$ cat config.mk
export PLATFORM = sky130hd
export DESIGN_NAME = uart_frame_codec_flat
export DESIGN_NICKNAME = d
export VERILOG_FILES = /design/src/rtl/uart_pkg.sv /design/src/rtl/uart_frame_codec_if.sv /design/src/rtl/sync_fifo.sv /design/src/rtl/uart_frame_codec.sv /design/src/flat_wrapper.sv
export SDC_FILE = /design/constraint.sdc
export NUM_CORES = 1
export LEC_CHECK = 0
export CAP_MARGIN = 20
export CORE_ASPECT_RATIO = 1.4
export CORE_MARGIN = 2
export CORE_UTILIZATION = 55
export CTS_BUF_LIST = sky130_fd_sc_hd__clkbuf_16
export DETAILED_ROUTE_END_ITERATION = 10
export PLACE_DENSITY = 0.84
export SYNTH_ARGS = -nofsm -noshare
export SYNTH_HDL_FRONTEND = slang
export SYNTH_SLANG_ARGS = --single-unit
$ cat constraint.sdc
create_clock -name CLOCK_50 -period 10.6 [get_ports CLOCK_50]
set_input_delay 2.12 -clock CLOCK_50 [delete_from_list [all_inputs] [get_ports CLOCK_50]]
set_output_delay 2.12 -clock CLOCK_50 [all_outputs]
set_load 0.02 [all_outputs]
$ cat src/rtl/uart_pkg.sv
// rtl/uart_pkg.sv - shared types and sizing helpers for the UART frame codec
package uart_pkg;

    localparam logic [7:0] DEFAULT_SYNC        = 8'hA5;
    localparam int         CLK_HZ              = 50_000_000;
    // 4 ms of silence at 50 MHz: several byte times even at slow baud rates
    localparam int         DEFAULT_TIMEOUT_CYC = CLK_HZ / 250;

    typedef enum logic [1:0] {RX_HUNT, RX_PAYLOAD, RX_CHECK} rx_state_t;
    typedef enum logic [1:0] {TX_IDLE, TX_SEND, TX_GUARD, TX_WAIT} tx_state_t;

    function automatic int clog2(input int v);
        int r;
        r = 0;
        while ((1 << r) < v) r = r + 1;
        return r;
    endfunction

    function automatic int idx_w(input int v);
        return (v <= 1) ? 1 : clog2(v);
    endfunction

    function automatic int bpe(input int n);
        return n / 8;
    endfunction

    function automatic int nb(input int w);
        return (w + 7) / 8;
    endfunction

endpackage

$ cat src/rtl/uart_frame_codec_if.sv
// rtl/uart_frame_codec_if.sv - byte link between the codec and the async receiver/transmitter pair
interface uart_frame_codec_if;
    logic       rx_valid;
    logic [7:0] rx_data;
    logic       tx_start;
    logic [7:0] tx_data;
    logic       tx_busy;

    modport master (input rx_valid, rx_data, tx_busy, output tx_start, tx_data);
    modport slave  (output rx_valid, rx_data, tx_busy, input tx_start, tx_data);
endinterface

$ cat src/rtl/sync_fifo.sv
// rtl/sync_fifo.sv - power-of-two synchronous FIFO with fall-through read data
module sync_fifo import uart_pkg::*; #(
    parameter int WIDTH = 8,
    parameter int DEPTH = 4
) (
    input  logic             clk,
    input  logic             rst,
    input  logic             wr_en,
    input  logic [WIDTH-1:0] wr_data,
    input  logic             rd_en,
    output logic [WIDTH-1:0] rd_data,
    output logic             full,
    output logic             empty
);
    localparam int AW = clog2(DEPTH);

    logic [WIDTH-1:0] mem [DEPTH];
    logic [AW:0]      wr_ptr, rd_ptr;

    always_ff @(posedge clk or posedge rst) begin
        if (rst) begin
            wr_ptr <= '0;
            rd_ptr <= '0;
        end else begin
            if (wr_en) wr_ptr <= wr_ptr + 1'b1;
            if (rd_en) rd_ptr <= rd_ptr + 1'b1;
        end
    end

    always_ff @(posedge clk) begin
        if (wr_en) mem[wr_ptr[AW-1:0]] <= wr_data;
    end

    // Extra pointer bit distinguishes full from empty when the indices match
    assign rd_data = mem[rd_ptr[AW-1:0]];
    assign empty   = (wr_ptr == rd_ptr);
    assign full    = (wr_ptr[AW] != rd_ptr[AW]) && (wr_ptr[AW-1:0] == rd_ptr[AW-1:0]);
endmodule

$ cat src/rtl/uart_frame_codec.sv
// rtl/uart_frame_codec.sv - SYNC/payload/XOR frame decoder and queued result serialiser
module uart_frame_codec import uart_pkg::*; #(
    parameter int         N           = 32,
    parameter int         NH          = 16,
    parameter int         NY          = 8,
    parameter logic [7:0] SYNC        = DEFAULT_SYNC,
    parameter int         TIMEOUT_CYC = DEFAULT_TIMEOUT_CYC,
    parameter int         MSG_W       = 12,
    parameter int         MSG_DEPTH   = 4
) (
    input  logic                     CLOCK_50,
    input  logic                     rst_p,
    uart_frame_codec_if.master       link,
    output logic                     sys_start,
    output logic                     H_valid,
    output logic [N-1:0]             H_r,
    output logic [N-1:0]             H_i,
    output logic [idx_w(NH)-1:0]     H_idx,
    output logic                     Y_valid,
    output logic [N-1:0]             Y_r,
    output logic [N-1:0]             Y_i,
    output logic [idx_w(NY)-1:0]     Y_idx,
    output logic                     frame_done,
    output logic                     frame_err,
    input  logic [MSG_W-1:0]         message,
    input  logic                     message_ready,
    output logic                     msg_full,
    output logic                     msg_overflow
);
    localparam int EB  = 2 * bpe(N);
    localparam int BW  = idx_w(EB);
    localparam int NE  = NH + NY;
    localparam int EW  = idx_w(NE);
    localparam int HW  = idx_w(NH);
    localparam int YW  = idx_w(NY);
    localparam int NBY = nb(MSG_W);
    localparam int SW  = 8 * NBY;

    rx_state_t      rx_state, rx_next;
    logic [BW-1:0]  byte_cnt;
    logic [EW-1:0]  elem_cnt;
    logic [2*N-9:0] asm_q;
    logic [2*N-1:0] elem_word;
    logic [7:0]     chk_acc;
    logic [31:0]    idle_cnt;
    logic           rx_timeout, elem_end, last_elem, sync_hit;

    assign sync_hit   = link.rx_valid && (link.rx_data == SYNC);
    assign elem_end   = (byte_cnt == BW'(EB - 1));
    assign last_elem  = (elem_cnt == EW'(NE - 1));
    assign rx_timeout = (rx_state != RX_HUNT) && !link.rx_valid
                        && (idle_cnt == 32'(TIMEOUT_CYC - 1));
    // The final byte is merged straight in so the element leaves one cycle after it arrives
    assign elem_word  = {asm_q, link.rx_data};

    always_ff @(posedge CLOCK_50 or posedge rst_p) begin
        if (rst_p) rx_state <= RX_HUNT;
        else       rx_state <= rx_next;
    end

    always_comb begin
        rx_next = rx_state;
        case (rx_state)
            RX_HUNT:    if (sync_hit) rx_next = RX_PAYLOAD;
            RX_PAYLOAD: if (rx_timeout) rx_next = RX_HUNT;
                        else if (link.rx_valid && elem_end && last_elem) rx_next = RX_CHECK;
            RX_CHECK:   if (rx_timeout || link.rx_valid) rx_next = RX_HUNT;
            default:    rx_next = RX_HUNT;
        endcase
    end

    always_ff @(posedge CLOCK_50 or posedge rst_p) begin
        if (rst_p) begin
            byte_cnt <= '0; elem_cnt <= '0; asm_q <= '0; chk_acc <= '0; idle_cnt <= '0;
            sys_start <= 1'b0; H_valid <= 1'b0; Y_valid <= 1'b0;
            frame_done <= 1'b0; frame_err <= 1'b0;
            H_r <= '0; H_i <= '0; H_idx <= '0; Y_r <= '0; Y_i <= '0; Y_idx <= '0;
        end else begin
            sys_start  <= 1'b0;
            H_valid    <= 1'b0;
            Y_valid    <= 1'b0;
            frame_done <= 1'b0;
            frame_err  <= rx_timeout;
            idle_cnt   <= (link.rx_valid || rx_state == RX_HUNT) ? '0 : idle_cnt + 1'b1;
            case (rx_state)
                RX_HUNT: if (sync_hit) begin
                    byte_cnt  <= '0;
                    elem_cnt  <= '0;
                    chk_acc   <= '0;
                    sys_start <= 1'b1;
                end
                RX_PAYLOAD: if (link.rx_valid) begin
                    asm_q   <= elem_word[2*N-9:0];
                    chk_acc <= chk_acc ^ link.rx_data;
                    if (elem_end) begin
                        byte_cnt <= '0;
                        elem_cnt <= elem_cnt + 1'b1;
                        if (elem_cnt < EW'(NH)) begin
                            H_valid <= 1'b1;
                            H_r     <= elem_word[2*N-1:N];
                            H_i     <= elem_word[N-1:0];
                            H_idx   <= HW'(elem_cnt);
                        end else begin
                            Y_valid <= 1'b1;
                            Y_r     <= elem_word[2*N-1:N];
                            Y_i     <= elem_word[N-1:0];
                            Y_idx   <= YW'(elem_cnt - EW'(NH));
                        end
                    end else begin
                        byte_cnt <= byte_cnt + 1'b1;
                    end
                end
                RX_CHECK: if (link.rx_valid) begin
                    frame_done <= (chk_acc == link.rx_data);
                    frame_err  <= (chk_acc != link.rx_data);
                end
                default: ;
            endcase
        end
    end

    tx_state_t       tx_state, tx_next;
    logic [SW-1:0]   tx_sh;
    logic [2:0]      tx_cnt;
    logic [MSG_W-1:0] fifo_rd_data;
    logic            fifo_full, fifo_empty, fifo_push, fifo_pop;

    assign fifo_pop  = (tx_state == TX_IDLE) && !fifo_empty && !link.tx_busy;
    assign fifo_push = message_ready && (!fifo_full || fifo_pop);
    assign msg_full  = fifo_full;

    sync_fifo #(.WIDTH(MSG_W), .DEPTH(MSG_DEPTH)) u_msg_fifo (
        .clk     (CLOCK_50),
        .rst     (rst_p),
        .wr_en   (fifo_push),
        .wr_data (message),
        .rd_en   (fifo_pop),
        .rd_data (fifo_rd_data),
        .full    (fifo_full),
        .empty   (fifo_empty)
    );

    always_ff @(posedge CLOCK_50 or posedge rst_p) begin
        if (rst_p) tx_state <= TX_IDLE;
        else       tx_state <= tx_next;
    end

    // GUARD is the first WAIT cycle, where tx_busy may not have risen yet
    always_comb begin
        tx_next = tx_state;
        case (tx_state)
            TX_IDLE:  if (fifo_pop) tx_next = TX_SEND;
            TX_SEND:  tx_next = TX_GUARD;
            TX_GUARD: tx_next = TX_WAIT;
            TX_WAIT:  if (!link.tx_busy) tx_next = (tx_cnt > 3'd1) ? TX_SEND : TX_IDLE;
            default:  tx_next = TX_IDLE;
        endcase
    end

    always_ff @(posedge CLOCK_50 or posedge rst_p) begin
        if (rst_p) begin
            tx_sh        <= '0;
            tx_cnt       <= '0;
            msg_overflow <= 1'b0;
        end else begin
            if (message_ready && fifo_full && !fifo_pop) msg_overflow <= 1'b1;
            if (fifo_pop) begin
                tx_sh  <= SW'(fifo_rd_data);
                tx_cnt <= 3'(NBY);
            end else if (tx_state == TX_WAIT && !link.tx_busy) begin
                tx_sh  <= tx_sh << 8;
                tx_cnt <= tx_cnt - 1'b1;
            end
        end
    end

    assign link.tx_start = (tx_state == TX_SEND);
    assign link.tx_data  = tx_sh[SW-1 -: 8];
endmodule
$ cat src/flat_wrapper.sv
// flat-port wrapper written by rule: the top's interface ports become plain ports
module uart_frame_codec_flat import uart_pkg::*;
#(
    parameter int         N           = 32,
    parameter int         NH          = 16,
    parameter int         NY          = 8,
    parameter logic [7:0] SYNC        = DEFAULT_SYNC,
    parameter int         TIMEOUT_CYC = DEFAULT_TIMEOUT_CYC,
    parameter int         MSG_W       = 12,
    parameter int         MSG_DEPTH   = 4
)
  (CLOCK_50, rst_p, sys_start, H_valid, H_r, H_i, H_idx, Y_valid, Y_r, Y_i, Y_idx, frame_done, frame_err, message, message_ready, msg_full, msg_overflow, link_rx_valid, link_rx_data, link_tx_busy, link_tx_start, link_tx_data);
  uart_frame_codec_if link_i ();
  input  logic CLOCK_50;
  input  logic rst_p;
  output logic sys_start;
  output logic H_valid;
  output logic [N-1:0] H_r;
  output logic [N-1:0] H_i;
  output logic [idx_w(NH)-1:0] H_idx;
  output logic Y_valid;
  output logic [N-1:0] Y_r;
  output logic [N-1:0] Y_i;
  output logic [idx_w(NY)-1:0] Y_idx;
  output logic frame_done;
  output logic frame_err;
  input  logic [MSG_W-1:0] message;
  input  logic message_ready;
  output logic msg_full;
  output logic msg_overflow;
  input wire logic [$bits(link_i.rx_valid)-1:0] link_rx_valid;
  input wire logic [$bits(link_i.rx_data)-1:0] link_rx_data;
  input wire logic [$bits(link_i.tx_busy)-1:0] link_tx_busy;
  output wire logic [$bits(link_i.tx_start)-1:0] link_tx_start;
  output wire logic [$bits(link_i.tx_data)-1:0] link_tx_data;
  assign link_i.rx_valid = link_rx_valid;
  assign link_i.rx_data = link_rx_data;
  assign link_i.tx_busy = link_tx_busy;
  assign link_tx_start = link_i.tx_start;
  assign link_tx_data = link_i.tx_data;
  uart_frame_codec #(.N(N), .NH(NH), .NY(NY), .SYNC(SYNC), .TIMEOUT_CYC(TIMEOUT_CYC), .MSG_W(MSG_W), .MSG_DEPTH(MSG_DEPTH)) u_core (.CLOCK_50(CLOCK_50), .rst_p(rst_p), .link(link_i), .sys_start(sys_start), .H_valid(H_valid), .H_r(H_r), .H_i(H_i), .H_idx(H_idx), .Y_valid(Y_valid), .Y_r(Y_r), .Y_i(Y_i), .Y_idx(Y_idx), .frame_done(frame_done), .frame_err(frame_err), .message(message), .message_ready(message_ready), .msg_full(msg_full), .msg_overflow(msg_overflow));
endmodule
Word-level counts from Yosys, hierarchy flattened. Memory sizes are Yosys's and may differ from the RTL's. Index checks and enable logic that the tools add are counted.

Input port bits: 25. Memories: 1. RAM bits: 48. Flip-flop bits (word level): 274. Output and inout port bits: 151.

Memory list: u_core.u_msg_fifo.mem (depth 4, bits a word 12, rd ports 1, clocked after memory_dff 0, wr ports 1, RTL line sync_fifo.sv:17) `logic [WIDTH-1:0] mem [DEPTH];`.

Bitwise operators: 2. Muxes and demuxes: 41. Add/sub/neg operators: 7. Eq/ne operators: 21. Reductions and logical operators: 32. Magnitude comparators: 2.

Operators with widths (count): $add 32x1->32 const B (1); $eq 32x18->1 const B (1); $mux 16 (2); $mux 32 (1); $mux 1 (17); $mux 8 (2); $pmux 8 s2 (1); $mux 3 (5); $mux 5 (3); $logic_and 1x1->1 (12); $mux 2 (6); $reduce_and 4->1 (3); $pmux 5 s2 (1); $add 3x1->3 const B (3); $eq 8x8->1 (1); $eq 8x8->1 const B (1); $ne 2x1->1 const B (4); $ne 8x8->1 (1); $pmux 2 s4 (1); $xor 8x8->8 (1); $eq 2x2->1 const B (3); $pmux 2 s3 (1); $pmux 3 s2 (1); $reduce_and 3->1 (2); 18 further kinds (31).

Longest topological paths before layout.
Depth in word-level cells: 8. Gate-level depth with buffers: 9.

By module. A second synthesis with hierarchy kept.

Cells, all modules: 1023. Area, all modules: 13077.5 um2.

By module, submodules not included: uart_frame_codec (times used 1, area each 10968.0 um2, cells each 929); sync_fifo (times used 1, area each 2109.5 um2, cells each 94).

Worst setup path after synthesis. Ideal clock, no wire load.

Path type: input to register. Start: in link_tx_busy. End: mem u_core.u_msg_fifo.mem[3][0] in the netlist's numbering, enable pin. Stages on the path: 3. Setup time: 362 ps. Slack: 7100 ps. Buffers on the path: 0. Arrival: 3137 ps. Cells stage by stage: nand2b_1 > a41oi_1 > and2_1.

Cells in the longest elaborated chain, start to end: 6.

RTL lines: from (decl) (RTL line flat_wrapper.sv:33) `input wire logic [$bits(link_i.tx_busy)-1:0] link_tx_busy;`; $logic_not 1->1 (RTL line uart_frame_codec.sv:128) `assign fifo_pop = (tx_state == TX_IDLE) && !fifo_empty && !link.tx_busy;`; $logic_and 1x1->1 (RTL line uart_frame_codec.sv:128); $logic_or 1x1->1 (RTL line uart_frame_codec.sv:129) `assign fifo_push = message_ready && (!fifo_full || fifo_pop);`; $logic_and 1x1->1 (RTL line uart_frame_codec.sv:129); $mux 1 (RTL line sync_fifo.sv:31) `if (wr_en) mem[wr_ptr[AW-1:0]] <= wr_data;`; $mux 1 (implied by the code) (RTL line sync_fifo.sv:31); to (decl) (RTL line sync_fifo.sv:17).

Every way passes these cells.

Worst setup path after layout.
Start: reg u_core.u_msg_fifo.rd_ptr[0]. End: out msg_full.

Cells in the longest elaborated chain, start to end: 2.

RTL lines: from (decl) (RTL line sync_fifo.sv:18) `logic [AW:0] wr_ptr, rd_ptr;`; from (signal assigned) (RTL line sync_fifo.sv:26) `if (rd_en) rd_ptr <= rd_ptr + 1'b1;`; $eq 2x2->1 (RTL line sync_fifo.sv:37) `assign full = (wr_ptr[AW] != rd_ptr[AW]) && (wr_ptr[AW-1:0] == rd_ptr[AW-1:0]);`; $logic_and 1x1->1 (RTL line sync_fifo.sv:37); to (decl) (RTL line flat_wrapper.sv:29) `output logic msg_full;`.

Every way passes these cells.

==> metrics.md <==
| Metric | Value |
|---|---|
| PwrDens | `approximately 190 mW/mm^2` |
| First-pass GRT wire length | `about 46000 um` |
| Clock skew | `0.01029 ns` |
| DR vias | `about 8500` |
| IO Port Bufs | `175` |
| EDFF count, synth | `48` |
| Hpwl dp | `18420 um` |
| Largest net degree at the start of global routing | `roughly 120` |
| Status | `completed` |
| Crit. Startpoint | `u_core.u_msg_fifo.rd_ptr[0]` |
| Hold Crit Class | `reg2reg` |
| Max clock buf depth | `3` |
| CTS Buf Count | `30` |
| Sequential area share after synthesis | `62.79%` |
| DRT Wirelength | `28130 um` |
| Worst EP required | `8.48 ns` |
| Critical-path maximum fanout | `15` |
| CTS tree | `yes` |
| Final setup viols | `0` |
| Syn. warnings | `0` |
| Post-CTS Setup Inserts | `0` |
| Initial Util | `55.51%` |
| Fmax | `around 0.21 GHz` |
| DRC Markers | `0` |
| Fin crit period | `4.788 ns` |
| Top post-synthesis cells by area | `dfrtp_1 52%, edfxtp_1 11%, mux2_2 11%, nand2_1 6.1%, mux4_2 2.0%` |
| Fin crit share | `45.17%` |
| Final nets | `1224` |
| Syn avg cell area | `12.87 sq um` |
| Main synth FF type | `dfrtp_1` |
| Worst-Skew Late Latency | `around 0.54 ns` |
| CTS Sinks | `322` |
| Clock slew at reported path FFs | `0.06 ns` |
| Vias in the first global route | `8563` |
| Iter 0 DRT Violations | `612` |
| Area of the die | `0.02530 sq mm` |
| Floorplan Core Area | `about 0.024 sq mm` |
| FF-to-FF Start | `u_core.byte_cnt[0]` |
| CP startpoint kind | `flop` |
| VDD IR max | `0.1593 mV` |
| Hold Startpoint | `u_core.msg_overflow` |
| RSZ-0062 raised after global routing | `false` |
| Layout cell share with drive strength beyond 1 | `roughly 18%` |
| Area Overhead vs Synth | `21.86%` |
| CP endpoint kind | `primary output` |
| Setup total negative slack | `0 ns` |
| WL/cell | `18.54 um` |
| Final instance area | `0.01610 sq mm` |
| Synth top area share | `51.88%` |
| Ys async rst share | `85.09%` |
| Die W | `approximately 140 um` |
| Worst EP arrival | `2.67 ns` |
| Initial antenna violation count | `1` |
| Vias per cell | `~5.6` |
| Fin worst setup slack | `around 5.8 ns` |
| Number of H-tree levels | `1` |
| GPL Wtd Cong | `between 0.8 and 0.9` |
| Post-Layout Cell Count | `about 1500` |
| Grt total ovfl | `0` |
| Place WS | `about 5.6 ns` |
| Number of I/O pins | `176` |
| Final hold violations | `0` |
| Cells after synthesis | `1027` |
| Count leader, synth | `dfrtp_1` |
| Synthesized flop and latch total | `about 320` |
| Post-synth top area cell | `dfrtp_1` |
| Overall power | `roughly 3.0 mW` |
| Measured slew at the worst slew-check pin | `between 1 and 1.5 ns` |
| Top cells by count, synth | `274 x dfrtp_1, 214 x nand2_1, 128 x mux2_2, 48 x edfxtp_1, 36 x nor2_1` |
| Initial DRT Pass Iterations | `7` |
| Synthesized area | `0.01322 sq mm` |
| Setup CP Type | `reg2out` |
| CTS Root Cell | `clkbuf_16` |
| Gr usage total | `between 20% and 30%` |
| Die Ht | `around 190 um` |
| Placed Area | `roughly 0.015 sq mm` |
| Synth cell types | `58` |
| Slew HR | `about 32%` |
| Maximum Capacitance Violations | `0` |
| Static leakage | `7.406 nW` |
| CTS Hold Buffers Added | `0` |
| Inst Count DP | `1461` |
| Syn_nets | `1067` |
| Final Max Tran Viols | `0` |
| Post-DRT Antenna Nets | `0` |
| PostCTS Resize Cnt | `0` |
| FP Rows | `67` |
path summary, 6_finish.rpt:
check | slack (ns) | cells past startpoint | to
worst max register to register | 7.65 | 6 | u_core.H_r[31]
min in group asynchronous | 2.16 | 2 | u_core.Y_r[18]
worst max-delay path | 5.81 | 3 | msg_full
max in group asynchronous | 6.97 | 3 | u_core.asm_q[35]
worst min-delay path | 0.48 | 1 | u_core.msg_overflow
worst min register to register | 0.48 | 1 | u_core.msg_overflow
final cells by class:
| cell class | count | area (sq um) |
|---|---|---|
| sequential | 322 | 8298 |
| fill | 1675 | 7704 |
| multi-input combinational | 632 | 4529 |
| timing repair buffer | 183 | 1832 |
| clock buffer | 32 | 800.8 |
| tap | 310 | 387.9 |
| clock inverter | 22 | 190.2 |
| inverter | 15 | 63.81 |
| antenna | 1 | 2.502 |
through the flow:
stage / hold WS, ns / utilization, %
finish: 0.4824 / 67.64
global route: 0.5081 / 67.64
CTS: 0.4830 / 67.52
global placement: 0.4520 / 63.35
detailed placement: 0.4683 / 63.35
floorplan: 0.4563 / -
critical path, cell delays in order, from the launching register on:
cell and delay, ns:
dfrtp_1 0.71, xnor2_1 0.55, and3_1 0.26, clkdlybuf4s50_1 0.61
layer usage:
layer / part of all wire, % / track usage [%] / wire length, um / vias up
met5: 0 / 0 / 0 / -
met4: 2.4 / 6.410 / 686 / 0
met3: 3.9 / 2.818 / 1086 / 47
met2: 54 / 40.63 / 15190 / 235
met1: 40 / 28.46 / 11160 / 4277
li1: - / - / - / 3894
placed cells by master, fill, tap and decap left out, types with 16 or more instances in the layout:
cell type	n
xor2_1	22
clkdlybuf4s50_1	175
edfxtp_1	48
mux2_2	128
o21ai_0	32
nand2_1	214
inv_1	20
nor2_1	36
nand4_1	16
clkbuf_16	32
dfrtp_1	274
a21oi_1	19
flip-flops by register name, summed over array words and instances, names as in the netlist, 16 cells and up:
signal,count
u_core.asm_q,56
u_core.u_msg_fifo.mem,48
u_core.H_i,32
u_core.H_r,32
u_core.Y_i,32
u_core.Y_r,32
u_core.idle_cnt,32
u_core.tx_sh,16
cell families after synthesis:
family | after synthesis | synth area share, %
DFF | 322 | 62.79
AOI/OAI and AO/OA | 90 | 4.384
muxes | 151 | 14.13
and+or+nand+nor | 344 | 12.18
buffers and inverters | 73 | 2.982
xor gates and xnor gates | 32 | 2.121
adders and majority gates | 15 | 1.420
report_power, final:
part           total, mW  internal [mW]  leakage (nW)  switching [mW]
clock               1.07          0.616         0.501           0.456
combinational      0.418          0.191          2.71           0.228
sequential          1.51           1.39          4.20           0.119
total               3.00           2.19          7.41           0.803
Power figures use the tool's default switching activity.
